### src/rtl/bcdbin_arbiter.sv
// bcdbin_arbiter: round-robin sharing of one bcd2bin converter between NREQ
// requesters. One conversion in flight at a time; every output is registered.
// Optional build macro BCDBIN_ARB_DIGIT_CHECK_EN: rejects winners carrying a
// digit above 9 without launching the converter (err=1, bin_out=7'h7F).
module bcdbin_arbiter #(
    parameter int NREQ = 4,
    parameter int IDXW = 2
) (
    input  logic                 clk,
    input  logic                 rst_n,
    input  logic [NREQ-1:0]      req,
    input  logic [4*NREQ-1:0]    dig1_in,
    input  logic [4*NREQ-1:0]    dig0_in,
    output logic [NREQ-1:0]      ack,
    output logic [6:0]           bin_out,
    output logic                 err,
    output logic                 busy,
    output logic                 conv_start,
    output logic [3:0]           conv_dig1,
    output logic [3:0]           conv_dig0,
    input  logic [6:0]           conv_bin,
    input  logic                 conv_ready,
    input  logic                 conv_done_tick
);

    typedef enum logic [1:0] {IDLE, ISSUE, WAIT, RESP} state_t;

    state_t            state;
    state_t            state_next;
    logic [IDXW-1:0]   last;
    logic [IDXW-1:0]   idx;
    logic [IDXW-1:0]   win;
    logic [IDXW-1:0]   cand_idx;
    int                cand;
    logic              found;
    logic              grant;
    logic              digit_bad;
    logic [3:0]        win_dig1;
    logic [3:0]        win_dig0;
    logic [NREQ-1:0]   one;

    assign one = {{(NREQ-1){1'b0}}, 1'b1};

    // Round-robin search starting just after the last served requester
    always_comb begin
        found    = 1'b0;
        win      = last;
        cand     = 0;
        cand_idx = '0;
        for (int off = 1; off <= NREQ; off++) begin
            cand     = (int'(last) + off) % NREQ;
            cand_idx = cand[IDXW-1:0];
            if (!found && req[cand_idx]) begin
                found = 1'b1;
                win   = cand_idx;
            end
        end
    end

    assign win_dig1 = dig1_in[{win, 2'b00} +: 4];
    assign win_dig0 = dig0_in[{win, 2'b00} +: 4];
    assign grant    = (state == IDLE) && found && conv_ready;

`ifdef BCDBIN_ARB_DIGIT_CHECK_EN
    assign digit_bad = (win_dig1 > 4'd9) || (win_dig0 > 4'd9);
`else
    assign digit_bad = 1'b0;
`endif

    // Next-state selection
    always_comb begin
        state_next = state;
        case (state)
            IDLE:    if (grant) state_next = digit_bad ? RESP : ISSUE;
            ISSUE:   state_next = WAIT;
            WAIT:    if (conv_done_tick) state_next = RESP;
            RESP:    state_next = IDLE;
            default: state_next = IDLE;
        endcase
    end

    // State register
    always_ff @(posedge clk or negedge rst_n) begin
        if (!rst_n) state <= IDLE;
        else        state <= state_next;
    end

    // Registered outputs, grant bookkeeping and result capture
    always_ff @(posedge clk or negedge rst_n) begin
        if (!rst_n) begin
            last       <= IDXW'(NREQ - 1);
            idx        <= '0;
            ack        <= '0;
            bin_out    <= '0;
            err        <= 1'b0;
            busy       <= 1'b0;
            conv_start <= 1'b0;
            conv_dig1  <= '0;
            conv_dig0  <= '0;
        end else begin
            busy       <= (state_next != IDLE);
            conv_start <= (state_next == ISSUE);
            ack        <= '0;
            case (state)
                IDLE: begin
                    if (grant) begin
                        idx       <= win;
                        conv_dig1 <= win_dig1;
                        conv_dig0 <= win_dig0;
                        if (digit_bad) begin
                            bin_out <= 7'h7F;
                            err     <= 1'b1;
                            ack     <= one << win;
                        end
                    end
                end
                WAIT: begin
                    if (conv_done_tick) begin
                        bin_out <= conv_bin;
                        err     <= 1'b0;
                        ack     <= one << idx;
                    end
                end
                RESP:    last <= idx;
                default: ;
            endcase
        end
    end

endmodule

### config.mk
export PLATFORM = sky130hd
export DESIGN_NAME = bcdbin_arbiter
export DESIGN_NICKNAME = d
export VERILOG_FILES = /design/src/rtl/bcdbin_arbiter.sv
export SDC_FILE = /design/constraint.sdc
export NUM_CORES = 1
export LEC_CHECK = 0
export ABC_AREA = 1
export BUFFER_PORTS_ARGS = -buffer_cell sky130_fd_sc_hd__buf_2
export CAP_MARGIN = 20
export CORE_ASPECT_RATIO = 2
export CORE_MARGIN = 5
export CORE_UTILIZATION = 25
export DETAILED_ROUTE_END_ITERATION = 10
export PLACE_DENSITY_LB_ADDON = 0.25
export SYNTH_ARGS = -nofsm -noshare
export SYNTH_HDL_FRONTEND = slang
export SYNTH_SLANG_ARGS = --single-unit
### constraint.sdc
create_clock -name clk -period 2.3 [get_ports clk]
set_input_delay 0.115 -clock clk [delete_from_list [all_inputs] [get_ports clk]]
set_output_delay 0.115 -clock clk [all_outputs]
set_load 0.03 [all_outputs]
==> results of run 1 <==
-- kinds of logic (layout without fill, tap and decap cells) --
| group | Yosys count | after routing | share of synthesized area, % |
|---|---|---|---|
| other | 1 | 1 | 0.222 |
| flip-flops | 27 | 27 | 40.1 |
| adder cells (fa/ha/maj) | 4 | 4 | 2.96 |
| multiplexers | 7 | 7 | 4.66 |
| AND/OR/NAND/NOR | 148 | 148 | 40.9 |
| AO/OA/AOI/OAI | 10 | 10 | 3.11 |
| buffers and inverters | 24 | 89 | 8.07 |
-- repair_timing --
item                                    in CTS  in global routing
hold buffers                                 1                  0
endpoints found under the setup margin       0                  2
hold endpoints to repair                    25                  0
gates resized for setup                      0                  1
-- placed cells by master (no fill, tap or decap), drive strengths merged, types with 4 or more instances in the layout --
cell type  instances
mux2               7
nor3               4
ha                 4
dfrtp             25
clkbuf             4
o21ai              7
nand2            101
nand3             40
buf               68
inv               16
-- how the worst min path moves through the flow --
stage	from	end	slack, ns	cells past startpoint
3_5_place_dp	rst_n	conv_dig1[2]	0.15	1
3_3_place_gp	rst_n	conv_dig1[1]	0.16	1
6_report	conv_bin[1]	bin_out[1]	0.09	2
5_1_grt	conv_bin[6]	bin_out[6]	0.09	2
4_1_cts	conv_bin[2]	bin_out[2]	0.08	2
2_1_floorplan	rst_n	ack[0]	-0.18	0
-- worst max-delay path, stage by stage (launching register included) --
cell and delay [ns]:
dfstp_2 0.69, inv_6 0.08, nand2_1 0.08, nand2_2 0.06
nand2_1 0.08, nand2_2 0.08, inv_4 0.11, nand3_2 0.24
nand2_1 0.21, nand2_1 0.07, nand2_1 0.06, nand2_1 0.04
nand3_1 0.06, nand2_1 0.06
-- final cells by class --
| type | instances | share of cell area (%) |
|---|---|---|
| Clock buffer | 4 | 3.63 |
| Inverter | 16 | 3.11 |
| Multi-Input combinational cell | 170 | 40.7 |
| Sequential cell | 27 | 31.2 |
| Tap cell | 88 | 5.07 |
| Timing Repair Buffer | 69 | 16.3 |
-- through the flow --
stage | setup slack, ns | total power, mW | util (%) | cells
6_report | 0.263 | 3.35 | 32.8 | 374
4_1_cts | 0.207 | 3.39 | 32.7 | 374
3_5_place_dp | 0.213 | 2.99 | 31.3 | 369
2_1_floorplan | 0.571 | 2.56 | - | 221
3_3_place_gp | 0.279 | 2.97 | 31.3 | 369
5_1_grt | 0.0373 | 3.69 | 32.8 | 374
-- power groups by stage --
stage	combinational, mW	sequential, mW	clock, mW
after global routing	2.40	0.874	0.414
after floorplan	1.46	1.10	0
final	2.13	0.840	0.382
after detailed placement	2.14	0.855	0
after CTS	2.15	0.846	0.395
after global placement	2.12	0.847	0
-- sequential cells by signal (all words and copies together), names as in the netlist --
register and count:
ack 4, bin_out 7, busy 1, conv_dig0 4, conv_dig1 4, conv_start 1
idx 2, last 2, state 2
-- layer usage --
metal  global-route usage, %  vias to the layer above  wire length (microns)
met4                    3.40                        0                     30
li1                        -                      834                      -
met3                    1.68                        2                    247
met1                    11.8                      721                   1750
met5                       0                        -                      0
met2                    19.8                       36                   2500
==> results_dict.tcl, run 1 <==
set metrics [dict create \
    ys_async_sr_fraction_pct 100 \
    fmax_mhz 491 \
    grt_use_total_pct 10.7 \
    skew_ns 0.00221 \
    multiInputGateArea_sq_um 883 \
    grt_start_max_net_pins 28 \
    end_kind "flop" \
    dpl.hpwl_microns 3690 \
    power_frac_comb_pct 63.5 \
    cts.sinks 27 \
    finalWeightedCongestion 0.761 \
    status "finished, final reports clean" \
    drt.antenna.violating_nets 0 \
    netlist.area_leader.share_pct 37.0 \
    row_count 42 \
    period_needed_ns 2.04 \
    synthDistinctLibCells 25 \
    first_pass_iters 4 \
    setup_viol 0 \
    yosys_warnings 0 \
    drive_gt1_share_pct 35.3 \
    die_w_microns 68.1 \
    p_clk_share_pct 11.4 \
    p_sw_share_pct 51.8 \
    finalHoldViolCount 0 \
    regArea_sq_um 678 \
    dr_total_vias 1593 \
    nets 338 \
    ys_seq_area_share_pct 40.1 \
    whs_ns 0.0875 \
    finalWirelength_microns 4530 \
    cts_buffer_depth 2 \
    route.detailed.drc 0 \
    timing.critical_path.from "last[0]" \
    core-area_sq_um 6620 \
    die_h_microns 126 \
    drt_iter0_markers 64 \
    synth.most_common_cell "nand2_1" \
    synth_edf_count 0 \
    synth-seq-cells 27 \
    syn-cell-area_sq_um 1690 \
    final_area_sq_um 2170 \
    wl_per_cell_microns 12.1 \
    yosysTopAreaCell "dfrtp_1" \
    clock_latency_ns 0.25 \
    path_max_fanout 13 \
    synth_top_flop_cell "dfrtp_1" \
    worstSetupEndpoint "conv_dig1[3]" \
    syn_avg_cell_area_sq_um 7.65 \
    reg2reg_from "last[0]" \
    cts_tree "done" \
    fillers 771 \
    seq_power_share_pct 25.1 \
    cts.clk_slew.worst_paths_ns 0.06 \
    h-tree-depth 1 \
    syn2layout_area_growth_pct 28.4 \
    internal-power_mw 1.62 \
    reg2reg_depth 13 \
    p_leak_nw 1.23 \
    pin_count 69 \
    grt_overflow 0 \
    grt_pass1_wl_microns 7300 \
    syn_nets 272 \
    powerDensity_nw_per_um2 1540 \
    initial_core_util_pct 25.5 \
    fp.dieArea_sq_um 8610 \
    synth_common_cells "90 x nand2_1, 34 x nand3_1, 25 x dfrtp_1, 12 x inv_1" \
    grt_pass1_vias 1659 \
    cp.required_ns 2.44 \
    synth_area_leaders "dfrtp_1 37%, nand2_1 20%, nand3_1 10%" \
    tightestPinTransition_ns 0.593 \
    rsz0062_at_grt "false" \
    cts_setup_buffers 0 \
    max-vdd-ir-drop_mv 0.668 \
    timing.rr.end "conv_dig1[3]" \
    slew_violations 0 \
    slew_headroom_pct 60.5 \
    crit_path_start_kind "flop" \
    tns_ns 0 \
    hold_path.class "in -> reg" \
    port_buffers 67 \
    maxCapViolCount 0 \
    root_buffer "clkbuf_16" \
    vias_per_cell 4.26 \
    syn_inst 221 \
    r2r_slack_ns 0.26 \
    worstPathArrival_ns 2.18 \
    final_min_period_over_clock_period_pct 88.6 \
    worstSetupPathType "reg -> reg" \
    antenna_found_initial 0 \
    placed_area_sq_um 2070 \
    netSwitchingPower_mw 1.74 \
    numCtsBuffers 3 \
    antennaDiodeCount 0 \
]
No activity file was read; power rests on OpenSTA's default activity.
==> inputs of run 2 (changes only) <==
- clock period: 2.3 -> 2.6 ns (I/O delays scaled with it)
==> run 2 against run 1 <==
Effect of this change: critical path depth did not move; clock power is 9.7% lower; critical path type unchanged; power fell by 12%.
==> results_dict.tcl, run 2 (synthesized netlist as in run 1, its figures left out) <==
set metrics [dict create \
    tns_ns 0 \
    core-area_sq_um 6620 \
    cts_buffer_depth 2 \
    die_h_microns 126 \
    grt_pass1_wl_microns 7450 \
    max-vdd-ir-drop_mv 0.595 \
    slew_headroom_pct 61.3 \
    fillers 765 \
    seq_power_share_pct 24.9 \
    fp.dieArea_sq_um 8610 \
    layout_commonest_cell "nand2_1" \
    p_leak_nw 1.23 \
    p_sw_share_pct 51.9 \
    rsz0062_at_grt "false" \
    grt_overflow 0 \
    finalHoldViolCount 0 \
    row_count 42 \
    netSwitchingPower_mw 1.54 \
    initial_core_util_pct 25.5 \
    h-tree-depth 1 \
    numCtsBuffers 3 \
    slew_violations 0 \
    finalWeightedCongestion 0.762 \
    reg2reg_from "last[0]" \
    cts.sinks 27 \
    crit_path_start_kind "flop" \
    p_clk_share_pct 11.6 \
    multiInputGateArea_sq_um 876 \
    maxCapViolCount 0 \
    die_w_microns 68.1 \
    power_frac_comb_pct 63.4 \
    cp.required_ns 2.75 \
    cts.clk_slew.worst_paths_ns 0.06 \
    antennaDiodeCount 0 \
    drt.antenna.violating_nets 0 \
    path_max_fanout 15 \
    drive_gt1_share_pct 35.7 \
    skew_ns 0.00373 \
    holdBufCountCts 1 \
    powerDensity_nw_per_um2 1370 \
    final_min_period_over_clock_period_pct 80.7 \
    root_buffer "clkbuf_16" \
    internal-power_mw 1.42 \
    pin_count 69 \
    tightestPinTransition_ns 0.581 \
    nets 338 \
    finalWirelength_microns 4500 \
    hold_path.class "in -> reg" \
    regArea_sq_um 678 \
    fmax_mhz 477 \
    mostFrequentLayoutCells "90 x nand2_1, 67 x buf_2, 34 x nand3_1" \
    grt_use_total_pct 11.0 \
    dr_total_vias 1613 \
    hp-start "conv_bin[6]" \
    period_needed_ns 2.10 \
    cts_setup_buffers 0 \
    route.detailed.drc 0 \
    power_mw 2.96 \
    cts_tree "done" \
    dpl.hpwl_microns 3620 \
    end_kind "flop" \
    antenna_found_initial 0 \
    clock_latency_ns 0.26 \
    cts_resized 0 \
    syn2layout_area_growth_pct 28.2 \
    worstSetupPathType "reg -> reg" \
    largest_register "bin_out" \
    largest_reg_flops 7 \
    grt_pass1_vias 1670 \
    drt_iter0_markers 73 \
    grt_start_max_net_pins 28 \
    worstPathArrival_ns 2.25 \
    first_pass_iters 4 \
    vias_per_cell 4.31 \
    port_buffers 67 \
    setup_viol 0 \
    wl_per_cell_microns 12.0 \
    status "finished, final reports clean" \
    timing.critical_path.from "last[0]" \
    whs_ns 0.0990 \
]
==> run 2: changes by cell type in the layout (fill, tap and decap cells not counted), sizes merged <==
cell	previous run	this run
clkbuf	4	3
clkinvlp	0	1
==> run 2: power groups by stage <==
| stage | Clock [mW] | Sequential (mW) | Combinational, mW |
|---|---|---|---|
| 3_5_place_dp | 0 | 0.752 | 1.89 |
| 4_1_cts | 0.363 | 0.747 | 1.90 |
| 3_3_place_gp | 0 | 0.749 | 1.88 |
| 5_1_grt | 0.380 | 0.766 | 2.12 |
| 6_report | 0.345 | 0.739 | 1.88 |
| 2_1_floorplan | 0 | 0.969 | 1.29 |
==> run 2: metal layers <==
| layer | share of wire, % | GRT usage, % | routed length [microns] | vias up |
|---|---|---|---|---|
| li1 | - | - | - | 837 |
| met3 | 6.2 | 1.42 | 277 | 4 |
| met4 | 0.91 | 4.22 | 41 | 0 |
| met5 | 0 | 0 | 0 | - |
| met2 | 54 | 19.8 | 2420 | 50 |
| met1 | 39 | 12.5 | 1760 | 722 |
==> run 2: cell type report <==
cell class	count	share of cell area, %
Clock buffer	3	3.46
Clock inverter	1	0.346
Inverter	16	3.12
Multi-Input combinational cell	170	40.4
Sequential cell	27	31.3
Tap cell	88	5.08
Timing Repair Buffer	69	16.3
==> run 2: final timing paths <==
kind | endpoint | slack [ns] | cells past startpoint
worst max-delay path | conv_dig1[3] | 0.50 | 13
worst min-delay path | bin_out[6] | 0.1 | 2
worst max register to register | conv_dig1[3] | 0.50 | 13
worst min register to register | conv_dig1[1] | 0.48 | 2
max in group asynchronous | last[0] | 1.81 | 2
min in group asynchronous | conv_dig1[2] | 0.40 | 2
==> run 2: metrics by stage <==
stage                     util (%)  setup WS (ns)  cells  instance area [sq um]
after floorplan                  -          0.871    221                   1690
after global placement        31.3          0.572    369                   2070
after detailed placement      31.3          0.495    369                   2070
after CTS                     32.7          0.491    374                   2170
after global routing          32.7          0.249    374                   2170
final                         32.7          0.503    374                   2170
==> run 2: worst max-delay path, cell delays in order, from the launching register on <==
cell	delay, ns
dfstp_2	0.66
inv_6	0.08
nand2_1	0.08
nand2_2	0.06
nand2_1	0.07
nand2_2	0.08
inv_4	0.10
nand3_2	0.29
nand2_1	0.25
nand2_1	0.07
nand2_1	0.06
nand2_1	0.04
nand3_1	0.06
nand2_1	0.06
==> inputs of run 3 (changes only) <==
- clock period: 2.6 -> 2.03 ns (I/O delays scaled with it)
==> run 3 against run 2 <==
Effect of this change: critical path depth increased by 1; count of clock-buffer cells in the layout is the same; utilization rose by 1.5 points; clock skew is 0.0018 ns lower; sequential share of layout area shrank 1.4 points; power rose by 37%; via count increased by 0.31%; routed wire length is 4.1% higher; register-to-register slack worse by 0.40 ns; setup slack worse by 0.40 ns; cell count is 2.1% higher; largest cell class unchanged.
==> results_dict.tcl, run 3 (synthesized netlist as in run 1, its figures left out) <==
set metrics [dict create \
    status "finished, final reports clean" \
    cts_tree "done" \
    dpl.hpwl_microns 3790 \
    reg2reg_from "last[0]" \
    path_max_fanout 15 \
    powerDensity_nw_per_um2 1790 \
    core-area_sq_um 6620 \
    r2r_slack_ns 0.10 \
    maxCapViolCount 0 \
    grt_pass1_wl_microns 7420 \
    vias_per_cell 4.24 \
    crit_path_start_kind "flop" \
    final_min_period_over_clock_period_pct 95.0 \
    layout_commonest_cell "nand2_1" \
    multiInputGateArea_sq_um 908 \
    drive_gt1_share_pct 38.8 \
    placed_area_sq_um 2100 \
    die_h_microns 126 \
    cts.clk_slew.worst_paths_ns 0.06 \
    whs_ns 0.0725 \
    grt_start_max_net_pins 28 \
    timing.critical_path.from "last[0]" \
    nets 346 \
    grt_use_total_pct 10.9 \
    fmax_mhz 518 \
    end_kind "flop" \
    grt_overflow 0 \
    route.detailed.drc 0 \
    port_buffers 67 \
    first_pass_iters 4 \
    worstSetupPathType "reg -> reg" \
    cts_buffer_depth 2 \
    antennaDiodeCount 0 \
    numCtsBuffers 3 \
    reg2reg_depth 14 \
    die_w_microns 68.1 \
    worstSetupEndpoint "conv_dig1[3]" \
    skew_ns 0.00191 \
    dr_total_vias 1618 \
    cp.required_ns 2.18 \
    p_leak_nw 1.29 \
    antenna_found_initial 0 \
    clock_latency_ns 0.26 \
    largest_reg_flops 7 \
    root_buffer "clkbuf_16" \
    initial_core_util_pct 25.5 \
    pin_count 69 \
    wl_per_cell_microns 12.3 \
    period_needed_ns 1.93 \
    tightestPinTransition_ns 0.600 \
    drt_iter0_markers 61 \
    h-tree-depth 1 \
    row_count 42 \
    setup_viol 0 \
    final_area_sq_um 2270 \
    largest_register "bin_out" \
    max-vdd-ir-drop_mv 0.844 \
    finalWirelength_microns 4690 \
    drt.antenna.violating_nets 0 \
    timing.rr.end "conv_dig1[3]" \
    fillers 771 \
    worstPathArrival_ns 2.07 \
    fp.dieArea_sq_um 8610 \
    slew_headroom_pct 60.0 \
    slew_violations 0 \
    finalHoldViolCount 0 \
    cts.sinks 27 \
    power_mw 4.06 \
    syn2layout_area_growth_pct 34.1 \
    hold_path.class "in -> reg" \
    regArea_sq_um 678 \
    finalWeightedCongestion 0.784 \
    grt_pass1_vias 1612 \
    mostFrequentLayoutCells "87 x nand2_1, 67 x buf_2, 34 x nand3_1" \
]
-- run 3: cell types whose count changed in the layout (fill, tap and decap cells not counted), sizes merged --
cell | before | now
clkinvlp | 1 | 0
buf | 68 | 75
clkinv | 0 | 1
clkbuf | 3 | 4
-- run 3: per-layer routing --
metal  GRT usage [%]  part of all wire, %  routed length (microns)
met1            11.7                   37                     1710
met2            20.6                   56                     2620
met3            2.04                  6.9                      325
met4            2.81                 0.58                       27
met5               0                    0                        0
-- run 3: area by class of cell --
type / instances / share of cell area, %
multi-input cells: 170 / 40.1
flip-flops and latches: 27 / 29.9
repair buffers: 77 / 18.7
well taps: 88 / 4.86
clock buffers: 3 / 3.31
inverters: 16 / 2.98
clock inverters: 1 / 0.221
-- run 3: worst min-delay path by stage --
| stage | end | cells past startpoint | from | slack, ns |
|---|---|---|---|---|
| after floorplan | ack[0] | 0 | rst_n | -0.19 |
| after global placement | conv_dig1[2] | 1 | rst_n | 0.15 |
| after detailed placement | conv_dig1[2] | 1 | rst_n | 0.15 |
| after CTS | bin_out[2] | 2 | conv_bin[2] | 0.07 |
| after global routing | bin_out[6] | 2 | conv_bin[6] | 0.08 |
| final | bin_out[4] | 2 | conv_bin[4] | 0.07 |
-- run 3: critical path: stages, from the launching register on --
cell      delay [ns]
dfstp_2         0.59
clkbuf_2        0.17
nand2_1         0.08
nand2_2         0.08
nand2_1         0.06
nand2_2         0.12
nand2_4         0.09
nand2_4         0.09
nand2_4         0.13
nand2_4         0.11
nand2_1         0.05
nand2_1         0.06
nand2_1         0.05
nand3_1         0.08
nand2_1         0.06
-- run 3: report_power, final --
| group | switching (mW) | internal [mW] |
|---|---|---|
| registers | 0.154 | 0.781 |
| clock network | 0.172 | 0.265 |
| logic | 1.74 | 0.948 |
-- run 3: metrics by stage --
step | setup TNS [ns] | std cells | setup WS, ns | utilization (%)
2_1_floorplan | 0 | 221 | 0.301 | -
3_3_place_gp | 0 | 371 | 0.00374 | 31.7
3_5_place_dp | -0.00534 | 371 | -0.00534 | 31.7
4_1_cts | 0 | 378 | 0.000779 | 33.3
5_1_grt | -0.00977 | 382 | -0.00713 | 34.2
6_report | 0 | 382 | 0.101 | 34.2
-- run 3: timing repair --
item	CTS	global route
setup buffers	2	4
endpoints found under the setup margin	2	12
pin swaps	0	1
gates resized for setup	0	8
hold buffers	1	0
endpoints found under the hold margin	25	0
